**src/rtl/irq_pending_ctrl.sv**
```systemverilog
// Captures rising edges on eight interrupt lines into a pending register, feeds the
// masked vector to an external priority encoder, and serves one held request at a time.
module irq_pending_ctrl (
    input  logic       clk,
    input  logic       rst,
    input  logic [7:0] irq,
    input  logic [7:0] mask,
    input  logic       en,
    input  logic [2:0] enc_o,
    input  logic       enc_v,
    input  logic       ack,
    input  logic       ovf_clr,
    output logic [7:0] d,
    output logic       En,
    output logic       irq_req,
    output logic [2:0] irq_id,
    output logic [7:0] pending,
    output logic [7:0] ovf
);

    typedef enum logic [1:0] {
        S_IDLE = 2'd0,
        S_REQ  = 2'd1,
        S_CLR  = 2'd2
    } state_t;

    state_t     r_state;
    logic [7:0] r_pending;
    logic [7:0] r_irq_prev;
    logic [7:0] r_ovf;
    logic       r_irq_req;
    logic [2:0] r_irq_id;

    logic       w_ack_req;
    logic [7:0] w_edge;
    logic [7:0] w_ack_clr;
    logic [7:0] w_pending_next;
    logic [7:0] w_ovf_next;

    assign w_ack_req = (r_state == S_REQ) && ack;

    // A fresh edge beats the acknowledge clear, and is then not counted as an overflow.
    genvar gi;
    generate
        for (gi = 0; gi < 8; gi++) begin : g_line
            assign w_edge[gi]         = irq[gi] & ~r_irq_prev[gi];
            assign w_ack_clr[gi]      = w_ack_req && (r_irq_id == 3'(gi));
            assign w_pending_next[gi] = w_edge[gi] | (r_pending[gi] & ~w_ack_clr[gi]);
            assign w_ovf_next[gi]     = (w_edge[gi] & r_pending[gi] & ~w_ack_clr[gi])
                                      | (r_ovf[gi] & ~ovf_clr);
        end
    endgenerate

    always_ff @(posedge clk or posedge rst) begin
        if (rst) begin
            r_pending  <= 8'h00;
            r_irq_prev <= 8'h00;
            r_ovf      <= 8'h00;
        end else begin
            r_pending  <= w_pending_next;
            r_irq_prev <= irq;
            r_ovf      <= w_ovf_next;
        end
    end

    always_ff @(posedge clk or posedge rst) begin
        if (rst) begin
            r_state   <= S_IDLE;
            r_irq_req <= 1'b0;
            r_irq_id  <= 3'd0;
        end else begin
            case (r_state)
                S_IDLE: begin
                    if (en && enc_v) begin
                        r_irq_id  <= enc_o;
                        r_irq_req <= 1'b1;
                        r_state   <= S_REQ;
                    end
                end
                S_REQ: begin
                    if (ack) begin
                        r_irq_req <= 1'b0;
                        r_state   <= S_CLR;
                    end
                end
                S_CLR: begin
                    r_irq_req <= 1'b0;
                    r_state   <= S_IDLE;
                end
                default: begin
                    r_irq_req <= 1'b0;
                    r_state   <= S_IDLE;
                end
            endcase
        end
    end

    assign d       = r_pending & ~mask;
    assign En      = en;
    assign irq_req = r_irq_req;
    assign irq_id  = r_irq_id;
    assign pending = r_pending;
    assign ovf     = r_ovf;

endmodule
```
**config.mk**
```make
export PLATFORM = sky130hd
export DESIGN_NAME = irq_pending_ctrl
export DESIGN_NICKNAME = d
export VERILOG_FILES = /design/src/rtl/irq_pending_ctrl.sv
export SDC_FILE = /design/constraint.sdc
export NUM_CORES = 1
export LEC_CHECK = 0
export BUFFER_PORTS_ARGS = -buffer_cell sky130_fd_sc_hd__buf_2
export CORE_ASPECT_RATIO = 1.2
export CORE_MARGIN = 5
export CORE_UTILIZATION = 44
export DETAILED_ROUTE_END_ITERATION = 8
export GPL_TIMING_DRIVEN = 0
export PLACE_DENSITY = 0.77
export REMOVE_ABC_BUFFERS = 1
export SYNTH_ARGS = -nofsm -noshare
export SYNTH_HDL_FRONTEND = slang
export SYNTH_SLANG_ARGS = --single-unit
```
**constraint.sdc**
```tcl
create_clock -name clk -period 1.4 [get_ports clk]
set_clock_uncertainty 0.1 [all_clocks]
set_input_delay 0.14 -clock clk [delete_from_list [all_inputs] [get_ports clk]]
set_output_delay 0.14 -clock clk [all_outputs]
set_load 0.02 [all_outputs]
```
* Word-level counts from Yosys, hierarchy flattened
Index checks and enable logic that the tools add are counted.
** Word-level totals
- Register bits :: 30
- Bits of input ports :: 25
- Output and inout port bits :: 29
- Word-level logic and storage cells :: 111
** Cells by class
- Equal/unequal tests :: 10
- Mux-type cells :: 6
- Bitwise operators :: 75
- Reductions and logical operators :: 14
** Operators by type and width (count)
- AND 1 bit :: 40
- NOT 1 bit :: 17
- OR 1 bit :: 16
- == test 3 bit, second input constant :: 4
- logical AND 1 bit :: 10
- AND 8 bit :: 1
- NOT 8 bit :: 1
- == test 3 x 2 -> 1 bit, second input constant :: 2
- 2-to-1 mux 2 bit :: 2
- inequality test 2 bit, second input constant :: 2
- case mux 2 bit (2 select lines) :: 1
- AND reduction 2 bit :: 2
- == test 3 x 1 -> 1 bit, second input constant :: 1
- zero test 3 bit :: 1
- == test 2 x 1 -> 1 bit, second input constant :: 1
- zero test 2 bit :: 1
- 2-to-1 mux 1 bit :: 2
- case mux 1 bit (2 select lines) :: 1

* Depth between registers and ports, before layout
Gate-level depths: netlist (run 1).
- Depth in word-level cells :: 6
- Gate-level depth with buffers :: 3
- Gate-level depth less buffers :: 3

* Worst setup path before layout (run 1)
No wires, ideal clock.
- Kind :: flip-flop to flip-flop
- From :: reg, netlist name irq_req
- To :: reg r_irq_id[0] (netlist: irq_id[0])
- Library setup time :: 0.128 ns
- Data arrival time :: 1.106 ns
- Data required time :: 1.172 ns
- Path slack :: 0.067 ns
- Cell stages (with the launch flop) :: 3
- Buffers on the path :: 0
- Period minus slack after synthesis :: 1.333 ns
- Path through :: dfrtp_1 > nor3_2 > mux2_1
** RTL lines
- end signal: assignment :: line 75 : r_irq_id <= enc_o;
- end: declaration :: line 32 : logic [2:0] r_irq_id;

* Worst setup path after layout (run 1)
- From :: reg r_irq_id[2] (netlist: irq_id[2])
- To :: reg r_ovf[0] (netlist: ovf[0])
** On the way
- Cells in the longest elaborated chain, start to end :: 5
** RTL lines
- zero test 3 bit :: line 47 : assign w_ack_clr[gi] = w_ack_req && (r_irq_id == 3'(gi));
- logical AND 1 bit :: line 47
- NOT 1 bit :: line 49 : assign w_ovf_next[gi] = (w_edge[gi] & r_pending[gi] & ~w_ack_clr[gi])
- AND 1 bit :: line 49
- OR 1 bit :: line 50 : | (r_ovf[gi] & ~ovf_clr);
- named net w_ovf_next[0] :: line 38 : logic [7:0] w_ovf_next;
- end signal: assignment :: line 62 : r_ovf <= w_ovf_next;
- end: declaration :: line 30 : logic [7:0] r_ovf;
The timed path passes the listed nets, and every way through them passes these cells.
A chain may end at the register's enable or synchronous reset.

==> results of run 1 <==
## sequential cells by signal, summed over array words and instances (netlist names)
| register | flops |
|---|---|
| irq_id | 3 |
| irq_req | 1 |
| ovf | 8 |
| pending | 8 |
| r_irq_prev | 8 |
| r_state | 1 |
## placed cells by master (no fill, tap or decap)
cell,instances
buf_2,53
dfrtp_1,29
inv_1,12
dlygate4sd3_1,12
nor2b_1,9
o21ai_1,9
nand2b_1,9
nand2_1,8
o22ai_1,6
clkbuf_4,5
nor2_1,3
mux2_1,3
clkbuf_8,2
nand4b_1,1
o2111ai_1,1
nand4bb_2,1
o311ai_2,1
o31ai_2,1
nor4_1,1
nor3_4,1
o21bai_1,1
clkinv_2,1
buf_4,1
## layer usage
metal	share of wire	track usage	routed length (um)
met1	0.37	0.171	957
met2	0.54	0.287	1420
met3	0.071	0.0707	186
met4	0.015	0.0772	40
met5	0	0	0
## final timing paths
check,cells past startpoint,startpoint,end
worst max-delay path,3,irq_id[2],ovf[0]
worst min-delay path,2,rst,ovf[4]
worst max register to register,3,irq_id[2],ovf[0]
worst min register to register,1,r_irq_prev[7],pending[7]
max in group asynchronous,2,rst,irq_req
min in group clk,2,ovf_clr,ovf[7]
## Yosys cell counts, drive strengths merged
cell type  number
nand2b          9
o22ai           6
buf             1
o21bai          1
nand4bb         1
mux2            3
dfrtp          29
nor3            1
o31ai           1
o2111ai         1
o21ai           9
o311ai          1
nor2            3
nand2           8
nand4b          1
nor2b           9
inv            12
nor4            1
## timing repair
action / 4_1_cts / 5_1_grt
endpoints found under the setup margin: 0 / 8
hold endpoints to repair: 20 / 0
hold buffers: 12 / 0
gates resized for setup: 0 / 3
buffers inserted: 0 / 1
## where the power goes
group          leakage [nW]  internal, mW  switching [mW]
registers             0.325         0.933          0.0923
clock network        0.0413         0.291           0.279
logic                 0.411         0.209           0.302
total                 0.778          1.43           0.674
## cell families (layout without fill, tap and decap cells)
logic type,after synthesis,count (layout),share of synthesized area
buf+inv,13,86,0.0468
mux,3,3,0.0301
simple gates,33,33,0.169
flops,29,29,0.647
compound gates,19,19,0.107
## per-stage QoR
step	setup TNS (ps)	total power, mW
6_report	0	2.11
2_1_floorplan	0	1.31
3_5_place_dp	0	1.52
5_1_grt	-2.22	2.25
3_3_place_gp	0	1.50
4_1_cts	0	2.12
## area by class of cell
type	count	share of cell area
sequential	29	0.443
tap	33	0.0252
inverter	12	0.0275
timing repair buffer	66	0.240
clock buffer	7	0.0397
multi-input combinational	55	0.222
clock inverter	1	0.00306
==> summary.txt, run 1 <==
Timing
  • Finish-stage setup viols: 0
  • Worst Max-Slew Pin Slew: roughly 1100 ps
  • Max Clk Rate: between 700 and 800 MHz
  • Worst setup slack after layout: between 60 and 70 ps
  • Final worst-path cycle share: 0.954
  • Final-report hold violation count: 29
  • Worst hold slack: -24.3 ps
  • Tmin final: between 1000 and 1500 ps
  • Slew Viols, Final: 0
  • Rel. slew slack: 0.279

Global route
  • Initial antenna violation count: 0
  • First-pass GRT wire length: ~4500 um
  • Number of global-route vias before repair: 1004
  • Largest net degree at the start of global routing: 30
  • Gr ovfl total: 0
  • Total GRT Usage: 0.165

Critical path
  • CP Data Arrival Time: ~1400 ps
  • Startpoint Class: register
  • Crit path cell chain: nand4bb_2 > o311ai_2 > o21ai_1
  • CP Capture Type: register
  • Crit path max-delay family: flip-flops
  • Max FO, Critical Path: 5
  • R2R setup slack: 60 ps
  • Worst Path Buf+Inv: 0
  • Crit path required time: 1500 ps
  • Worst path max stage delay: 420 ps
  • WS Path Type: reg -> reg
  • Slowest cell on crit path: dfrtp_1

Logic synthesis
  • Sequential fraction of the synthesis area: 0.647
  • Mapped Cells: between 90 and 100
  • Mean post-synth cell area: roughly 12 um2
  • Synth area leader: dfrtp_1
  • Top post-synthesis cells by area: dfrtp_1 (65%), nand2b_1 (5.0%), nor2b_1 (5.0%)
  • Synth Register Bits: 29
  • Synthesized area: 1120 um2
  • YS warnings: 0
  • Synth top area share: 0.647
  • Synth cell types: 18

Finish
  • Share of cells above drive strength 1: 0.388
  • Design area: 1640 um2
  • Post-route insts no fill: between 200 and 250
  • # nets final: just under 200
  • Area grow syn2layout: 45.9%
  • Core Util, Final: 0.655
  • Fill cells: ~210
  • Multi-input logic area: between 300 and 400 um2
  • Reg area: slightly above 700 um2
  • Ant diodes: 0

Pwr
  • Power Density: 1290 nW/um2
  • Peak supply drop: between 0.8 and 0.9 mV
  • Lkg Pwr: ~0.8 nW

Placement
  • DP HPWL: approximately 1900 um
  • IO buf count: 53
  • Placed insts: roughly 180
  • Routability cong.: about 0.76
  • Area after DPL: about 1400 um2
  • Dpl ws: between 20 and 25 ps

Floorplan
  • Placement row count: 20
  • Die area: roughly 3700 um2
  • I/O pins: 54
  • Die height: about 65 um
  • Core ar.: approximately 2500 um2
  • Die W: around 56 um
  • Initial Utilization: 0.448

Clock network
  • # clock sinks: 29
  • Clock Tree Buf Depth: 2
  • CTS buffer count: 5
  • Clock root buffer: clkbuf_4
  • Insertion delay to the later sink of the worst-skew pair: roughly 320 ps
  • H-tree levels: 2
  • CTS tree: built
  • Reg clk slew, reported paths: approximately 90 ps

Routing
  • Final wirelength: 2600 um
  • Vias per inst: approximately 4.7
  • DR vias: approximately 950
  • Initial DRC count: 17
  • Final ANT Viol Nets: 0
  • Post-DR wirelength/cell: 12.8 um
  • Pre-antenna DRT Iters: 4
  • DR DRC count: 0

Worst hold path
  • Hold crit path type: in -> async

Flow run
  • Number of max-cap violations: 0

Status
  • Status: finished, violations left
  • Failing checks: hold timing
Power figures use the tool's default switching activity.
==> inputs of run 2 (changes only) <==
- REMOVE_ABC_BUFFERS: 1 -> not set
==> summary.txt, run 2 (synthesis gave the netlist of run 1 again) <==
Critical path
  • Max FO, Critical Path: 5 (unchanged)
  • CP Data Arrival Time: 1480 ps (+50 ps)
  • Startpoint Class: register
  • Worst Path Buf+Inv: 0 (unchanged)
  • Slowest cell on crit path: dfrtp_1
  • Worst path max stage delay: 450 ps (+30 ps)
  • Crit path cell chain: nor3_2 > mux2_1
  • CP Capture Type: register
  • WS Path Type: reg -> reg
  • Crit path max-delay family: flip-flops
  • Crit path required time: 1500 ps (about the same)

Placement
  • Routability cong.: 0.699 (-7.7%)
  • Placed insts: 183 (+0.55%)
  • DP HPWL: 1930 um (+1.5%)
  • Area after DPL: 1430 um2 (+0.53%)
  • IO buf count: 53 (unchanged)
  • Dpl ws: -27.4 ps (-48.7 ps)

Routing
  • Post-DR wirelength/cell: 13.0 um (+1.2%)
  • Final ANT Viol Nets: 0 (unchanged)
  • Initial DRC count: 4 (-13)
  • Vias per inst: 4.79 (+2.1%)
  • Pre-antenna DRT Iters: 5 (+1)
  • DR vias: 972 (+2.1%)
  • Final wirelength: 2630 um (+1.2%)
  • DR DRC count: 0 (unchanged)

Timing
  • Worst Max-Slew Pin Slew: 1040 ps (-36.2 ps)
  • Rel. slew slack: 0.304 (+0.0242)
  • Final TNS setup: 0 ps (unchanged)
  • Worst hold slack: -32.9 ps (-8.63 ps)
  • Tmin final: 1380 ps (+41.2 ps)
  • Final worst-path cycle share: 0.983 (+0.0294)
  • Slew Viols, Final: 0 (unchanged)
  • Worst setup slack after layout: 23.3 ps (-41.2 ps)
  • RSZ-0062 raised after global routing: yes
  • Finish-stage setup viols: 0 (unchanged)
  • Final-report hold violation count: 29 (unchanged)
  • Max Clk Rate: 726 MHz (-3.0%)

Global route
  • Total GRT Usage: 0.165 (-0.000208)
  • Gr ovfl total: 0 (unchanged)
  • First-pass GRT wire length: 4530 um (+0.15%)
  • Initial antenna violation count: 0 (unchanged)
  • Number of global-route vias before repair: 1000 (-0.40%)
  • Largest net degree at the start of global routing: 30 (unchanged)

Status
  • Status: finished, violations left
  • Failing checks: hold timing

Finish
  • Core Util, Final: 0.649 (-0.00600)
  • Commonest non-fill, non-tap cells in the layout: buf_2 (53), dfrtp_1 (29), inv_1 (12), dlygate4sd3_1 (12)
  • Ant diodes: 0 (unchanged)
  • Area grow syn2layout: 44.6%
  • Post-route insts no fill: 203 (unchanged)
  • Share of cells above drive strength 1: 0.382 (-0.00588)
  • Design area: 1620 um2 (-0.92%)
  • # nets final: 195 (+0.52%)
  • Commonest non-fill, non-tap cell in the layout: buf_2

Flow run
  • Number of max-cap violations: 0 (unchanged)

Clock network
  • Reg clk slew, reported paths: 80 ps (about the same)
  • Insertion delay to the later sink of the worst-skew pair: 320 ps (about the same)
  • Clock Tree Buf Depth: 2 (unchanged)
  • H-tree levels: 2 (unchanged)
  • CTS buffer count: 5 (unchanged)
  • CTS tree: built
  • # clock sinks: 29 (unchanged)
  • Clock root buffer: clkbuf_4

Pwr
  • Lkg Pwr: 0.775 nW (-0.40%)
  • Power Density: 1250 nW/um2 (-2.9%)
  • Peak supply drop: 0.807 mV (-9.5%)
  • Total power: 2.03 mW (-3.8%)

Worst hold path
  • Hold crit path type: in -> async

Floorplan
  • Die height: 65.3 um (unchanged)
  • Die W: 56.1 um (unchanged)
  • Placement row count: 20 (unchanged)
  • Initial Utilization: 0.448 (unchanged)
  • Die area: 3670 um2 (unchanged)
  • I/O pins: 54 (unchanged)
  • Core ar.: 2500 um2 (unchanged)

Logic synthesis
  • Syn Nets: around 120
run 2: final cells by class:
type | instances | area (um2)
Clock buffer | 7 | 55.1
Tap cell | 33 | 41.3
Inverter | 12 | 45.0
Fill cell | 215 | 880
Timing Repair Buffer | 66 | 393
Sequential cell | 29 | 726
Multi-Input combinational cell | 55 | 355
Buffer | 1 | 7.51
run 2: worst register-to-register path: stages, from the launching register on:
cell and delay, ps:
dfrtp_1 450, nor3_2 360, mux2_1 360
run 2: repair_timing:
item	4_1_cts	5_1_grt
endpoints found under the setup margin	3	7
hold buffers	12	0
resized for setup	1	1
pin swaps	0	0
cloned	0	0
setup buffers	1	0
endpoints found under the hold margin	32	0
run 2: worst paths after layout:
path                               start         end  slack, ps  cells past startpoint
setup / recovery                 irq_req   irq_id[0]         20                      2
hold / removal                       rst  pending[4]        -30                      2
setup reg to reg                 irq_req   irq_id[0]         20                      2
hold reg to reg            r_irq_prev[7]  pending[7]        350                      1
max in group asynchronous            rst      ovf[5]        600                      2
min in group clk                 ovf_clr      ovf[0]         40                      2
run 2: layer usage:
metal	global-route usage	wire length [um]	vias to the layer above
met5	0	0	-
met4	0.113	77	0
met3	0.0589	148	7
met2	0.291	1460	32
met1	0.158	944	459
li1	-	-	474
run 2: where the power goes:
group / internal, mW / total (mW) / switching [mW] / leakage [nW]
Combinational: 0.209 / 0.513 / 0.304 / 0.418
Clock: 0.237 / 0.493 / 0.256 / 0.0314
Sequential: 0.933 / 1.02 / 0.0877 / 0.325
Total: 1.38 / 2.03 / 0.648 / 0.775
